File: src/rtl/xheep_led_status_ctrl_pkg.sv
// Shared types and timing constants for the LED status controller and its exit-code blinker.
package led_status_pkg;

    typedef enum logic [2:0] {
        LED_OFF       = 3'd0,
        LED_ON        = 3'd1,
        LED_HEARTBEAT = 3'd2,
        LED_PWM       = 3'd3,
        LED_CODE      = 3'd4
    } led_mode_e;

    typedef enum logic [1:0] {
        BLINK_IDLE,
        BLINK_MARK,
        BLINK_SPACE,
        BLINK_PAUSE
    } blink_state_e;

    localparam int unsigned UNITS_W = 4;

    localparam logic [UNITS_W-1:0] MARK1_UNITS = 4'd3;
    localparam logic [UNITS_W-1:0] MARK0_UNITS = 4'd1;
    localparam logic [UNITS_W-1:0] SPACE_UNITS = 4'd1;
    localparam logic [UNITS_W-1:0] PAUSE_UNITS = 4'd8;

    // Length of a blinker state in time units; IDLE has no length.
    function automatic logic [UNITS_W-1:0] state_units(input blink_state_e st, input logic code_bit);
        logic [UNITS_W-1:0] units;
        case (st)
            BLINK_MARK:  units = code_bit ? MARK1_UNITS : MARK0_UNITS;
            BLINK_SPACE: units = SPACE_UNITS;
            BLINK_PAUSE: units = PAUSE_UNITS;
            default:     units = '0;
        endcase
        return units;
    endfunction

endpackage

File: src/rtl/xheep_led_status_ctrl_blinker.sv
// Exit-code blinker: latches the exit value on a valid rising edge and sends it MSB first
// as long (1) / short (0) marks separated by spaces, with a pause between repetitions.
module led_code_blinker
    import led_status_pkg::*;
#(
    parameter int unsigned CODE_WIDTH = 8,
    parameter int unsigned UNIT_LOG2  = 22
) (
    input  logic                  clk_i,
    input  logic                  rst_i,
    input  logic                  valid_i,
    input  logic [CODE_WIDTH-1:0] value_i,
    input  logic                  clear_i,
    output logic                  blink_o,
    output logic                  busy_o,
    output logic [CODE_WIDTH-1:0] value_o
);

    localparam int unsigned IDX_W = (CODE_WIDTH > 1) ? $clog2(CODE_WIDTH) : 1;
    localparam logic [IDX_W-1:0] LAST_IDX = IDX_W'(CODE_WIDTH - 1);

    blink_state_e          state_q, state_d;
    logic [UNIT_LOG2-1:0]  unit_cnt_q, unit_cnt_d;
    logic [UNITS_W-1:0]    units_q, units_d;
    logic [IDX_W-1:0]      bit_idx_q, bit_idx_d;
    logic [CODE_WIDTH-1:0] code_q, code_d;
    logic                  valid_q;
    logic                  blink_q, blink_d;
    logic                  busy_q, busy_d;
    logic                  rise;
    logic                  unit_tick;
    logic                  last_unit;

    always_comb begin
        rise       = valid_i & ~valid_q;
        unit_tick  = &unit_cnt_q;
        last_unit  = unit_tick &&
                     (units_q == state_units(state_q, code_q[bit_idx_q]) - UNITS_W'(1));

        state_d    = state_q;
        unit_cnt_d = unit_cnt_q + UNIT_LOG2'(1);
        units_d    = unit_tick ? units_q + UNITS_W'(1) : units_q;
        bit_idx_d  = bit_idx_q;
        code_d     = code_q;

        case (state_q)
            BLINK_IDLE: begin
                // Unit counter is held at 0 here so timing starts fresh on leaving IDLE.
                unit_cnt_d = '0;
                units_d    = '0;
                if (rise) begin
                    code_d    = value_i;
                    bit_idx_d = LAST_IDX;
                    state_d   = BLINK_MARK;
                end
            end
            BLINK_MARK: begin
                if (last_unit) begin
                    units_d = '0;
                    state_d = BLINK_SPACE;
                end
            end
            BLINK_SPACE: begin
                if (last_unit) begin
                    units_d = '0;
                    if (bit_idx_q == '0) begin
                        state_d = BLINK_PAUSE;
                    end else begin
                        bit_idx_d = bit_idx_q - IDX_W'(1);
                        state_d   = BLINK_MARK;
                    end
                end
            end
            default: begin
                if (last_unit) begin
                    units_d   = '0;
                    bit_idx_d = LAST_IDX;
                    state_d   = BLINK_MARK;
                end
            end
        endcase

        if (clear_i) begin
            state_d    = BLINK_IDLE;
            code_d     = '0;
            units_d    = '0;
            unit_cnt_d = '0;
        end

        blink_d = (state_d == BLINK_MARK);
        busy_d  = (state_d != BLINK_IDLE);
    end

    always_ff @(posedge clk_i) begin
        if (rst_i) begin
            state_q    <= BLINK_IDLE;
            unit_cnt_q <= '0;
            units_q    <= '0;
            bit_idx_q  <= '0;
            code_q     <= '0;
            valid_q    <= 1'b0;
            blink_q    <= 1'b0;
            busy_q     <= 1'b0;
        end else begin
            state_q    <= state_d;
            unit_cnt_q <= unit_cnt_d;
            units_q    <= units_d;
            bit_idx_q  <= bit_idx_d;
            code_q     <= code_d;
            valid_q    <= valid_i;
            blink_q    <= blink_d;
            busy_q     <= busy_d;
        end
    end

    assign blink_o = blink_q;
    assign busy_o  = busy_q;
    assign value_o = code_q;

endmodule

File: src/rtl/xheep_led_status_ctrl.sv
// Board status LED controller: per-channel off/on/heartbeat/PWM/exit-code modes, registered LED drive.
module xheep_led_status_ctrl
    import led_status_pkg::*;
#(
    parameter int unsigned NUM_LEDS   = 4,
    parameter int unsigned CNT_WIDTH  = 27,
    parameter int unsigned PWM_WIDTH  = 8,
    parameter int unsigned CODE_WIDTH = 8,
    parameter int unsigned UNIT_LOG2  = 22
) (
    input  logic                          clk_i,
    input  logic                          rst_i,
    input  logic [3*NUM_LEDS-1:0]         mode_i,
    input  logic [PWM_WIDTH*NUM_LEDS-1:0] duty_i,
    input  logic                          exit_valid_i,
    input  logic [31:0]                   exit_value_i,
    input  logic                          clear_i,
    output logic [NUM_LEDS-1:0]           led_o,
    output logic                          code_busy_o,
    output logic [CODE_WIDTH-1:0]         code_value_o
);

    logic [CNT_WIDTH-1:0] cnt_q, cnt_d;
    logic [NUM_LEDS-1:0]  led_q, led_d;
    logic                 blink;
    logic                 unused_exit_bits;

    assign unused_exit_bits = ^exit_value_i[31:CODE_WIDTH];

    // Channels decode the counter value being registered this cycle, so the
    // heartbeat first goes high exactly 2**(CNT_WIDTH-1) cycles after reset.
    assign cnt_d = cnt_q + CNT_WIDTH'(1);

    for (genvar k = 0; k < NUM_LEDS; k++) begin : g_chan
        led_mode_e ch_mode;
        logic      ch_led;

        assign ch_mode = led_mode_e'(mode_i[3*k +: 3]);

        always_comb begin
            ch_led = 1'b0;
            case (ch_mode)
                LED_OFF:       ch_led = 1'b0;
                LED_ON:        ch_led = 1'b1;
                LED_HEARTBEAT: ch_led = cnt_d[CNT_WIDTH-1];
                LED_PWM:       ch_led = (cnt_d[PWM_WIDTH-1:0] < duty_i[PWM_WIDTH*k +: PWM_WIDTH]);
                LED_CODE:      ch_led = blink;
                default:       ch_led = 1'b0;
            endcase
        end

        assign led_d[k] = ch_led;
    end

    always_ff @(posedge clk_i) begin
        if (rst_i) begin
            cnt_q <= '0;
            led_q <= '0;
        end else begin
            cnt_q <= cnt_d;
            led_q <= led_d;
        end
    end

    led_code_blinker #(
        .CODE_WIDTH (CODE_WIDTH),
        .UNIT_LOG2  (UNIT_LOG2)
    ) u_blinker (
        .clk_i   (clk_i),
        .rst_i   (rst_i),
        .valid_i (exit_valid_i),
        .value_i (exit_value_i[CODE_WIDTH-1:0]),
        .clear_i (clear_i),
        .blink_o (blink),
        .busy_o  (code_busy_o),
        .value_o (code_value_o)
    );

    assign led_o = led_q;

endmodule

File: config.mk
export PLATFORM = sky130hd
export DESIGN_NAME = xheep_led_status_ctrl
export DESIGN_NICKNAME = d
export VERILOG_FILES = /design/src/rtl/xheep_led_status_ctrl_pkg.sv /design/src/rtl/xheep_led_status_ctrl_blinker.sv /design/src/rtl/xheep_led_status_ctrl.sv
export SDC_FILE = /design/constraint.sdc
export NUM_CORES = 1
export LEC_CHECK = 0
export ABC_AREA = 1
export BUFFER_PORTS_ARGS = -buffer_cell sky130_fd_sc_hd__buf_2
export CORE_MARGIN = 10
export CORE_UTILIZATION = 56
export DETAILED_ROUTE_END_ITERATION = 7
export PLACE_DENSITY = 0.86
export SLEW_MARGIN = 20
export SYNTH_ARGS = -nofsm -noshare
export SYNTH_HDL_FRONTEND = slang
export SYNTH_HIERARCHICAL = 1
export SYNTH_SLANG_ARGS = --single-unit
File: constraint.sdc
create_clock -name clk_i -period 3 [get_ports clk_i]
set_input_delay 0.3 -clock clk_i [delete_from_list [all_inputs] [get_ports clk_i]]
set_output_delay 0.3 -clock clk_i [all_outputs]
set_load 0.005 [all_outputs]
==> results of run 1 <==
==> final timing paths <==
path              cells after the start                     end  slack, ns                    from
setup / recovery                     16  u_blinker/bit_idx_q[1]       0.61  u_blinker/bit_idx_q[0]
hold / removal                        3       u_blinker/valid_q       0.19            exit_valid_i
setup reg to reg                     16  u_blinker/bit_idx_q[1]       0.61  u_blinker/bit_idx_q[0]
hold reg to reg                       2    u_blinker/value_o[0]       0.46    u_blinker/value_o[0]
==> layer usage <==
layer  vias to the layer above  wire [µm]  track usage
li1                       2288          -            -
met1                      1931       4400        0.169
met2                       121       4850        0.280
met3                        14        597       0.0481
met4                         0        104       0.0475
met5                         -          0            0
==> power by group <==
group / switching [W] / total, W / internal, W
clock network: 0.000349 / 0.000691 / 0.000342
registers: 0.0000136 / 0.00100 / 0.000987
logic: 0.000134 / 0.000231 / 0.0000969
==> cell type report <==
cell class,count,share of cell area
flip-flops and latches,73,0.280
well taps,102,0.0245
repair buffers,68,0.0653
clock buffers,13,0.0305
multi-input cells,481,0.510
inverters,120,0.0864
clock inverters,2,0.00264
==> registers in the layout, indices dropped and copies added, names as in the netlist <==
register,count
led_o,4
cnt_q,27
u_blinker/state_q,2
u_blinker/units_q,4
u_blinker/unit_cnt_q,22
u_blinker/blink_o,1
u_blinker/bit_idx_q,3
u_blinker/valid_q,1
u_blinker/busy_o,1
u_blinker/value_o,8
==> stage by stage <==
| step | cell area [µm²] | power [W] | hold WS (ns) | setup WS [ns] |
|---|---|---|---|---|
| after floorplan | 4590 | 0.00116 | 0.369 | 0.945 |
| after CTS | 5210 | 0.00194 | 0.166 | 0.605 |
| final | 5210 | 0.00192 | 0.187 | 0.608 |
| after global routing | 5210 | 0.00201 | 0.179 | 0.285 |
| after detailed placement | 5040 | 0.00125 | 0.448 | 0.618 |
| after global placement | 5040 | 0.00124 | 0.442 | 0.657 |
==> cell usage in the layout, fill, tap and decap left out, types with 5 or more instances in the layout <==
| cell type | netlist | layout |
|---|---|---|
| a21oi_1 | 51 | 51 |
| and3_1 | 5 | 5 |
| buf_2 | 1 | 68 |
| clkbuf_8 | 0 | 11 |
| dfxtp_1 | 73 | 73 |
| ha_1 | 39 | 39 |
| inv_1 | 119 | 119 |
| nand2_1 | 155 | 155 |
| nand2_2 | 10 | 10 |
| nand3_1 | 29 | 29 |
| nand4_1 | 10 | 10 |
| nor2_1 | 77 | 77 |
| nor2_2 | 10 | 10 |
| nor2_4 | 8 | 8 |
| nor3_1 | 13 | 13 |
| nor3b_1 | 8 | 8 |
| o21ai_0 | 30 | 30 |
| xnor2_1 | 5 | 5 |
| xor2_1 | 9 | 9 |
==> worst min-delay path, delay by kind of cell <==
family	cells	cell delay [ns]
AND/OR/NAND/NOR	1	0.03
buffers and inverters	2	0.15
==> cells by family (layout without fill, tap and decap cells) <==
group / after synthesis / count (layout)
fa+ha+maj: 39 / 39
xor+xnor: 14 / 14
flops: 73 / 73
simple gates: 340 / 340
buf+inv: 124 / 203
compound gates: 88 / 88
==> run metrics, run 1 <==
GRT Overall Usage 0.155; Reg area around 1500 µm²; synthesis-to-layout area growth 13.6%; relative slew slack 0.604; CTS buffer count 9; Post-synth EDFFs 0; share of the synthesized area in the top cell type 0.318; Synth Register Bits 73; XOR/XNOR Fraction of Synth Area 0.0267; Tightest Hold Check Type in -> reg; cell taking the most area after synthesis dfxtp_1; DR vias/cell approximately 5.1; Remaining Overflow, GRT 0; first-pass GRT wire length 17000 µm; crit-path max FO 8; Lkg Pwr 2.46 nW; WP buf/inv 2; clk slew on worst S/H paths ~0.070 ns; synthesized area per cell 6.77 µm²; Setup Skew ~0.011 ns; die area between 10000 and 15000 µm²; Syn Inst Count 678; syn_nets around 800; DR WL/cell ~12 µm; YS warnings 6; unique cell type count in the Yosys netlist 33; Worst VDD drop between 0.4 and 0.5 mV; antenna violations before repair 0; TNS Setup 0 ns; Post-DP HPWL 7830 µm; Final Net Count 872; CP Capture Type register; Synth Cell Area 4590 µm²; Pins Over Slew Limit 0; io pins 93; pwr/cell area between 300 and 400 nW/µm²; dominant synthesized flop cell dfxtp_1; slowest CP cell dfxtp_1; core box area 7850 µm²; Post-CTS Hold Fix Bufs 0; vias in the first global route 4198; largest family of logic cells by synthesized area simple AND/OR/NAND/NOR gates; mux contribution to synthesized area 0; Final min period 2.39 ns; drt total wl 9950 µm; post-CTS sizing 0; Worst Setup Path Type reg -> reg; H-tree depth 3; CP top delay family simple AND/OR/NAND/NOR gates; Filler cells a little under 700; CP most frequent cell nand2_1; Final Hold Vio Count 0; Vias 4354; crit path cell chain inv_1 -> o21ai_0 -> a21oi_1 -> o21ai_0 -> nand3_1 -> ha_1 -> inv_1 -> nand2_1 -> nand2_1 -> nand2_1 -> nor2_2 -> nand3_4 -> o21ai_2 -> nand3_1 -> nand2_1 -> a21oi_1; area of the multi-input gates 2660 µm²; crit path DAT roughly 2.6 ns; ys async rst share 0; port bufs 68; global placer's final weighted congestion between 0.8 and 0.9; Iter 0 DRT Violations 130; RSZ-0062 raised after global routing no; CP Data Required Time ~3.2 ns; Simple-Gate Fraction of Synth Area 0.347; Synth Area in Adders 0.106; initial core utilization 0.585; Synth Area in Compound Gates 0.0998; clk_lat worst skew 0.34 ns; Root Driver clkbuf_8; worst-margin pin slew 0.593 ns; 1st-pass router iterations 4; CTS Buffer Depth 2; sequential element share of the synthesized area 0.318; Routed Antenna Nets 0; crit start category register; Num Clock Sinks 73; largest cells by area after synthesis dfxtp_1, nand2_1, ha_1, inv_1, nor2_1; final setup vio count 0; chip height 111 µm; achievable clock frequency between 400 and 500 MHz; share of layout cells above drive strength 1 0.161; period utilization 0.797; most frequent cells after synthesis nand2_1, inv_1, nor2_1; utilization after layout 0.664; Post-CTS Setup Repair Bufs 0; DR DRC count 0; status finished, final reports clean; placed cell count about 840; count leader, synth nand2_1; Antenna Cells 0; maxcap violations 0; Die Span X 111 µm; Non-Filler Instances about 860; TritonCTS clock tree built; largest net degree at the start of global routing 30; num rows 32; worst stage delay on the critical path 0.40 ns
Power figures use the tool's default switching activity.
==> run 2, diff against run 1 <==
==> constraint.sdc (replaced) <==
create_clock -name clk_i -period 2.4 [get_ports clk_i]
set_input_delay 0.24 -clock clk_i [delete_from_list [all_inputs] [get_ports clk_i]]
set_output_delay 0.24 -clock clk_i [all_outputs]
set_load 0.005 [all_outputs]
==> run 2 against run 1 <==
  * Clock power up 28%
  * Combinational power is 29% higher
  * Clock skew barely moved
  * Sequential power up 25%
  * Die area unchanged
  * Global-route usage grew 0.74 points
  * Routed wire length is 5.1% higher
  * Utilization increased by 1.1 points
  * Worst setup slack lost 0.47 ns
  * Via count rose by 1.1%
  * Non-clock buffer count up 4
  * First-iteration DRC count grew 45%
  * Highest routed layer unchanged
==> run metrics, run 2 (same netlist as run 1, synthesis figures left out) <==
pwr/cell area 460 nW/µm² (was 369 nW/µm²); initial core utilization 0.585 (unchanged); drt total wl 10500 µm (was 9950 µm); num rows 32 (unchanged); Iter 0 DRT Violations 188 (was 130); Worst VDD drop 0.436 mV (was 0.421 mV); Final min period 2.26 ns (was 2.39 ns); placed cell count 846 (was 844); H-tree depth 3 (unchanged); pre-CTS setup slack 0.0153 ns (was 0.618 ns); worst-margin pin slew 0.496 ns (was 0.593 ns); die area 12200 µm² (unchanged); Pint 0.00181 W (was 0.00143 W); Final Net Count 876 (was 872); final setup vio count 0 (unchanged); switching share of power 0.256 (was 0.258); first-pass GRT wire length 17800 µm (was 17000 µm); Post-DP HPWL 7960 µm (was 7830 µm); CP Data Required Time 2.62 ns (was 3.19 ns); Reg area 1470 µm² (was 1460 µm²); global placer's final weighted congestion 0.879 (was 0.855); Die Span X 111 µm (unchanged); CTS Buffer Depth 2 (unchanged); achievable clock frequency 443 MHz (was 418 MHz); crit-path max FO 6 (was 8); Largest register FFs 27 (unchanged); period utilization 0.941 (was 0.797); maxcap violations 0 (unchanged); port bufs 68 (unchanged); Worst Setup SP u_blinker/state_q[0] (was u_blinker/bit_idx_q[0]); Setup Skew 0.0110 ns (was 0.0107 ns); Non-Filler Instances 863 (was 859); DR WL/cell 12.1 µm (was 11.6 µm); crit path DAT 2.48 ns (was 2.59 ns); antenna violations before repair 0 (unchanged); Antenna Cells 0 (unchanged); 1st-pass router iterations 5 (was 4); NetSw 0.000625 W (was 0.000496 W); GRT Overall Usage 0.163 (was 0.155); vias in the first global route 4387 (was 4198); Worst Setup Path Type reg -> reg (unchanged); WP buf/inv 2 (unchanged); core box area 7850 µm² (unchanged); Remaining Overflow, GRT 0 (unchanged); DP Area 5060 µm² (was 5040 µm²); crit path cell chain inv_1 -> ha_1 -> nor2_1 -> nand3_1 -> ha_1 -> inv_1 -> nand2_1 -> nand2_1 -> nand2_1 -> nor2_4 -> nand3_4 -> nand2_1 -> nand2_1 -> nand2_1 -> nand2_1 -> nand2_1 -> nand2_1 (was inv_1 -> o21ai_0 -> a21oi_1 -> o21ai_0 -> nand3_1 -> ha_1 -> inv_1 -> nand2_1 -> nand2_1 -> nand2_1 -> nor2_2 -> nand3_4 -> o21ai_2 -> nand3_1 -> nand2_1 -> a21oi_1); CTS buffer count 9 (unchanged); share of layout cells above drive strength 1 0.179 (was 0.161); hold_sp exit_valid_i (unchanged); Pins Over Slew Limit 0 (unchanged); area of the multi-input gates 2700 µm² (was 2660 µm²); Clk pwr share 0.364 (was 0.359); Root Driver clkbuf_8 (unchanged); CP top delay family simple AND/OR/NAND/NOR gates (unchanged); TritonCTS clock tree built (unchanged); Post-CTS Hold Fix Bufs 0 (unchanged); setup ws final 0.143 ns (was 0.608 ns); largest net degree at the start of global routing 28 (was 30); commonest non-fill, non-tap cells in the layout nand2_1, inv_1, nor2_1 (unchanged); DR DRC count 0 (unchanged); final instance area 5300 µm² (was 5210 µm²); Num Clock Sinks 73 (unchanged); slowest CP cell dfxtp_2 (was dfxtp_1); commonest non-fill, non-tap cell in the layout nand2_1 (unchanged); Top reg by flops cnt_q (unchanged); sequential share of power 0.514 (was 0.520); clk_lat worst skew 0.34 ns (about the same); DR vias/cell 5.10 (was 5.07); io pins 93 (unchanged); Filler cells 669 (was 687); clk slew on worst S/H paths 0.07 ns (about the same); CP Capture Type register (unchanged); Hold WS 0.130 ns (was 0.187 ns); RR Startpoint u_blinker/state_q[0] (was u_blinker/bit_idx_q[0]); synthesis-to-layout area growth 15.4% (was 13.6%); chip height 111 µm (unchanged); relative slew slack 0.668 (was 0.604); worst stage delay on the critical path 0.38 ns (was 0.40 ns); crit start category register (unchanged); Lkg Pwr 2.50 nW (was 2.46 nW); CP most frequent cell nand2_1 (unchanged); status finished, final reports clean (unchanged); Gate power share 0.122 (was 0.120); Tightest Hold Check Type in -> reg (unchanged); Vias 4401 (was 4354); Final Hold Vio Count 0 (unchanged); Routed Antenna Nets 0 (unchanged); Pwr Total 0.00244 W (was 0.00192 W)
run 2: worst paths after layout:
kind,slack [ns],end,cells after the start
setup / recovery,0.14,u_blinker/busy_o,17
hold / removal,0.13,u_blinker/valid_q,3
setup reg to reg,0.14,u_blinker/busy_o,17
hold reg to reg,0.46,u_blinker/value_o[0],2
run 2: worst min-delay path, stage by stage:
cell    delay, ns
buf_2        0.11
inv_1        0.05
nor2_1       0.03
run 2: power groups by stage:
| stage | Sequential (W) | Combinational, W | Clock, W |
|---|---|---|---|
| final | 0.00125 | 0.000298 | 0.000887 |
| after global routing | 0.00125 | 0.000347 | 0.000945 |
| after CTS | 0.00125 | 0.000294 | 0.000901 |
| after detailed placement | 0.00128 | 0.000290 | 0 |
| after global placement | 0.00128 | 0.000272 | 0 |
| after floorplan | 0.00128 | 0.000178 | 0 |
run 2: layout make-up:
cell class	instances	share of cell area
multi-input cells	481	0.509
flip-flops and latches	73	0.277
inverters	120	0.0850
repair buffers	72	0.0699
clock buffers	13	0.0319
well taps	102	0.0241
clock inverters	2	0.00236
run 2: what timing repair did:
action / in CTS / in global routing
setup buffers: 0 / 2
endpoints found under the setup margin: 2 / 14
endpoints found under the hold margin: 0 / 0
gates resized for setup: 1 / 15
pin swaps: 0 / 1
run 2: metal layers:
layer | global-route usage | routed length (µm) | vias to the layer above
li1 | - | - | 2304
met3 | 0.0373 | 520 | 23
met5 | 0 | 0 | -
met4 | 0.0708 | 201 | 0
met1 | 0.178 | 4550 | 1966
met2 | 0.291 | 5190 | 108
run 2: through the flow:
stage | setup TNS [ns] | utilization
after global placement | 0 | 0.644
final | 0 | 0.675
after floorplan | 0 | -
after global routing | -0.0862 | 0.675
after detailed placement | 0 | 0.644
after CTS | 0 | 0.667
==> run 3, diff against run 2 <==
--- a/config.mk
+++ b/config.mk
@@ -10,7 +10,7 @@
 export CORE_MARGIN = 10
 export CORE_UTILIZATION = 56
 export DETAILED_ROUTE_END_ITERATION = 7
-export PLACE_DENSITY = 0.86
+export PLACE_DENSITY_LB_ADDON = 0.05
 export SLEW_MARGIN = 20
 export SYNTH_ARGS = -nofsm -noshare
 export SYNTH_HDL_FRONTEND = slang
==> run 3 against run 2 <==
  * Cell area up 1.0%
  * Count of clock-buffer cells in the layout down 1
  * Sequential share of layout area down 0.31 points
  * Sequential power about the same
  * Via count down 1.1%
  * Register-to-register slack better by 0.08 ns
  * Cell count up 0.12%
  * Clock skew up 0.0017 ns
  * Fmax up 3.7%
  * Utilization up 0.70 points
  * Critical path type unchanged
  * Clock power up 29%
  * Worst setup slack better by 0.081 ns
==> run metrics, run 3 (same netlist as run 1, synthesis figures left out) <==
Routed Antenna Nets 0 (unchanged); die area 12200 µm² (unchanged); Num Clock Sinks 73 (unchanged); GRT Overall Usage 0.165 (was 0.163); Hold EP u_blinker/valid_q (unchanged); Hold Crit Depth 3 (unchanged); io pins 93 (unchanged); chip height 111 µm (unchanged); Remaining Overflow, GRT 0 (unchanged); Pwr Total 0.00268 W (was 0.00244 W); Pins Over Slew Limit 0 (unchanged); crit start category register (unchanged); Worst VDD drop 0.370 mV (was 0.436 mV); Worst R2R End u_blinker/bit_idx_q[0] (was u_blinker/busy_o); setup ws final 0.224 ns (was 0.143 ns); share of layout cells above drive strength 1 0.180 (was 0.179); pre-CTS setup slack -0.0130 ns (was 0.0153 ns); core box area 7850 µm² (unchanged); DR DRC count 0 (unchanged); pwr/cell area 501 nW/µm² (was 460 nW/µm²); period utilization 0.907 (was 0.941); Post-CTS Hold Fix Bufs 0 (unchanged); port bufs 68 (unchanged); Setup Skew 0.0126 ns (was 0.0110 ns); TritonCTS clock tree built (unchanged); achievable clock frequency 459 MHz (was 443 MHz); CP Capture Type register (unchanged); commonest non-fill, non-tap cell in the layout nand2_1 (unchanged); Antenna Cells 0 (unchanged); Vias 4351 (was 4401); status finished, final reports clean (unchanged); CTS Buffer Depth 2 (unchanged); global placer's final weighted congestion 0.850 (was 0.879); num rows 32 (unchanged); DR WL/cell 12.0 µm (was 12.1 µm); relative slew slack 0.657 (was 0.668); hold_sp exit_valid_i (unchanged); drt total wl 10300 µm (was 10500 µm); clk slew on worst S/H paths 0.08 ns (was 0.07 ns); crit path DAT 2.40 ns (was 2.48 ns); RR Startpoint u_blinker/state_q[0] (unchanged); Largest register FFs 27 (unchanged); vias in the first global route 4120 (was 4387); Filler cells 728 (was 669); commonest non-fill, non-tap cells in the layout nand2_1, inv_1, nor2_1 (unchanged); initial core utilization 0.585 (unchanged); synthesis-to-layout area growth 16.6% (was 15.4%); Reg2Reg Depth 14 (was 17); DR vias/cell 5.04 (was 5.10); Lkg Pwr 2.53 nW (was 2.50 nW); CP Data Required Time 2.63 ns (was 2.62 ns); Iter 0 DRT Violations 154 (was 188); Die Span X 111 µm (unchanged); largest net degree at the start of global routing 29 (was 28); Top reg by flops cnt_q (unchanged); final setup vio count 0 (unchanged); Root Driver clkbuf_8 (unchanged); first-pass GRT wire length 17700 µm (was 17800 µm); Worst Setup Path Type reg -> reg (unchanged); worst-margin pin slew 0.513 ns (was 0.496 ns); Post-CTS Setup Repair Bufs 0 (unchanged); clk_lat worst skew 0.35 ns (was 0.34 ns); Hold WS 0.111 ns (was 0.130 ns); 1st-pass router iterations 4 (was 5); CTS buffer count 9 (unchanged); Final Net Count 876 (unchanged); antenna violations before repair 0 (unchanged); Final Hold Vio Count 0 (unchanged); H-tree depth 3 (unchanged); Final min period 2.18 ns (was 2.26 ns); Tightest Hold Check Type in -> reg (unchanged); Post-DP HPWL 7960 µm (about the same); crit-path max FO 6 (unchanged); maxcap violations 0 (unchanged); register-to-register setup slack 0.22 ns (was 0.14 ns)
-- run 3: cell count changes in the layout (fill, tap and decap cells not counted), sizes merged --
cell      before  now
clkbuf        13   12
clkinv         1    2
bufinv         0    2
clkinvlp       1    0
-- run 3: how the worst max path moves through the flow --
stage                                       from                endpoint  slack [ns]
after global placement                  cnt_q[0]                led_o[1]        0.12
after global routing      u_blinker/bit_idx_q[0]  u_blinker/bit_idx_q[0]      -0.007
after CTS                 u_blinker/bit_idx_q[0]  u_blinker/bit_idx_q[0]        0.06
after floorplan           u_blinker/bit_idx_q[0]  u_blinker/bit_idx_q[0]        0.35
final                       u_blinker/state_q[0]  u_blinker/bit_idx_q[0]        0.22
after detailed placement                cnt_q[0]                led_o[1]       -0.01
-- run 3: power breakdown --
group	leakage [nW]	internal (W)	total [W]	switching (W)
sequential	0.593	0.00123	0.00125	0.0000179
combinational	1.81	0.000124	0.000294	0.000170
clock	0.123	0.000671	0.00114	0.000465
-- run 3: area by class of cell --
type | instances | area [µm²] | share of cell area
Clock buffer | 12 | 165 | 0.0309
Clock inverter | 4 | 73.8 | 0.0138
Inverter | 120 | 450 | 0.0842
Multi-Input combinational cell | 481 | 2700 | 0.504
Sequential cell | 73 | 1470 | 0.274
Tap cell | 102 | 128 | 0.0238
Timing Repair Buffer | 72 | 370 | 0.0692
-- run 3: routing by layer --
| layer | vias to the layer above | routed length [µm] | track usage |
|---|---|---|---|
| met5 | - | 0 | 0 |
| met4 | 0 | 82 | 0.0509 |
| met3 | 6 | 452 | 0.0394 |
| met2 | 84 | 5150 | 0.293 |
| met1 | 1960 | 4650 | 0.188 |
| li1 | 2301 | - | - |
-- run 3: metrics by stage --
step                TNS (ns)  std cells   util  cell area [µm²]
finish                     0        864  0.682             5350
global route        -0.00684        864  0.682             5350
CTS                        0        864  0.678             5320
detailed placement   -0.0136        848  0.646             5070
global placement           0        848  0.646             5070
floorplan                  0        678      -             4590
-- run 3: critical path: stages (launching register included) --
cell	delay [ns]
dfxtp_2	0.36
inv_1	0.11
ha_1	0.34
inv_1	0.05
ha_1	0.30
inv_1	0.06
nand2_1	0.05
nand2_1	0.06
nand2_1	0.08
nor2_4	0.12
nand3_4	0.10
o21ai_2	0.14
nand3_2	0.14
nand2_1	0.10
a21oi_1	0.06
-- run 3: timing repair --
item                                    CTS  global route
endpoints found under the setup margin    4            15
resized for setup                         2            11
pin swaps                                 0             0
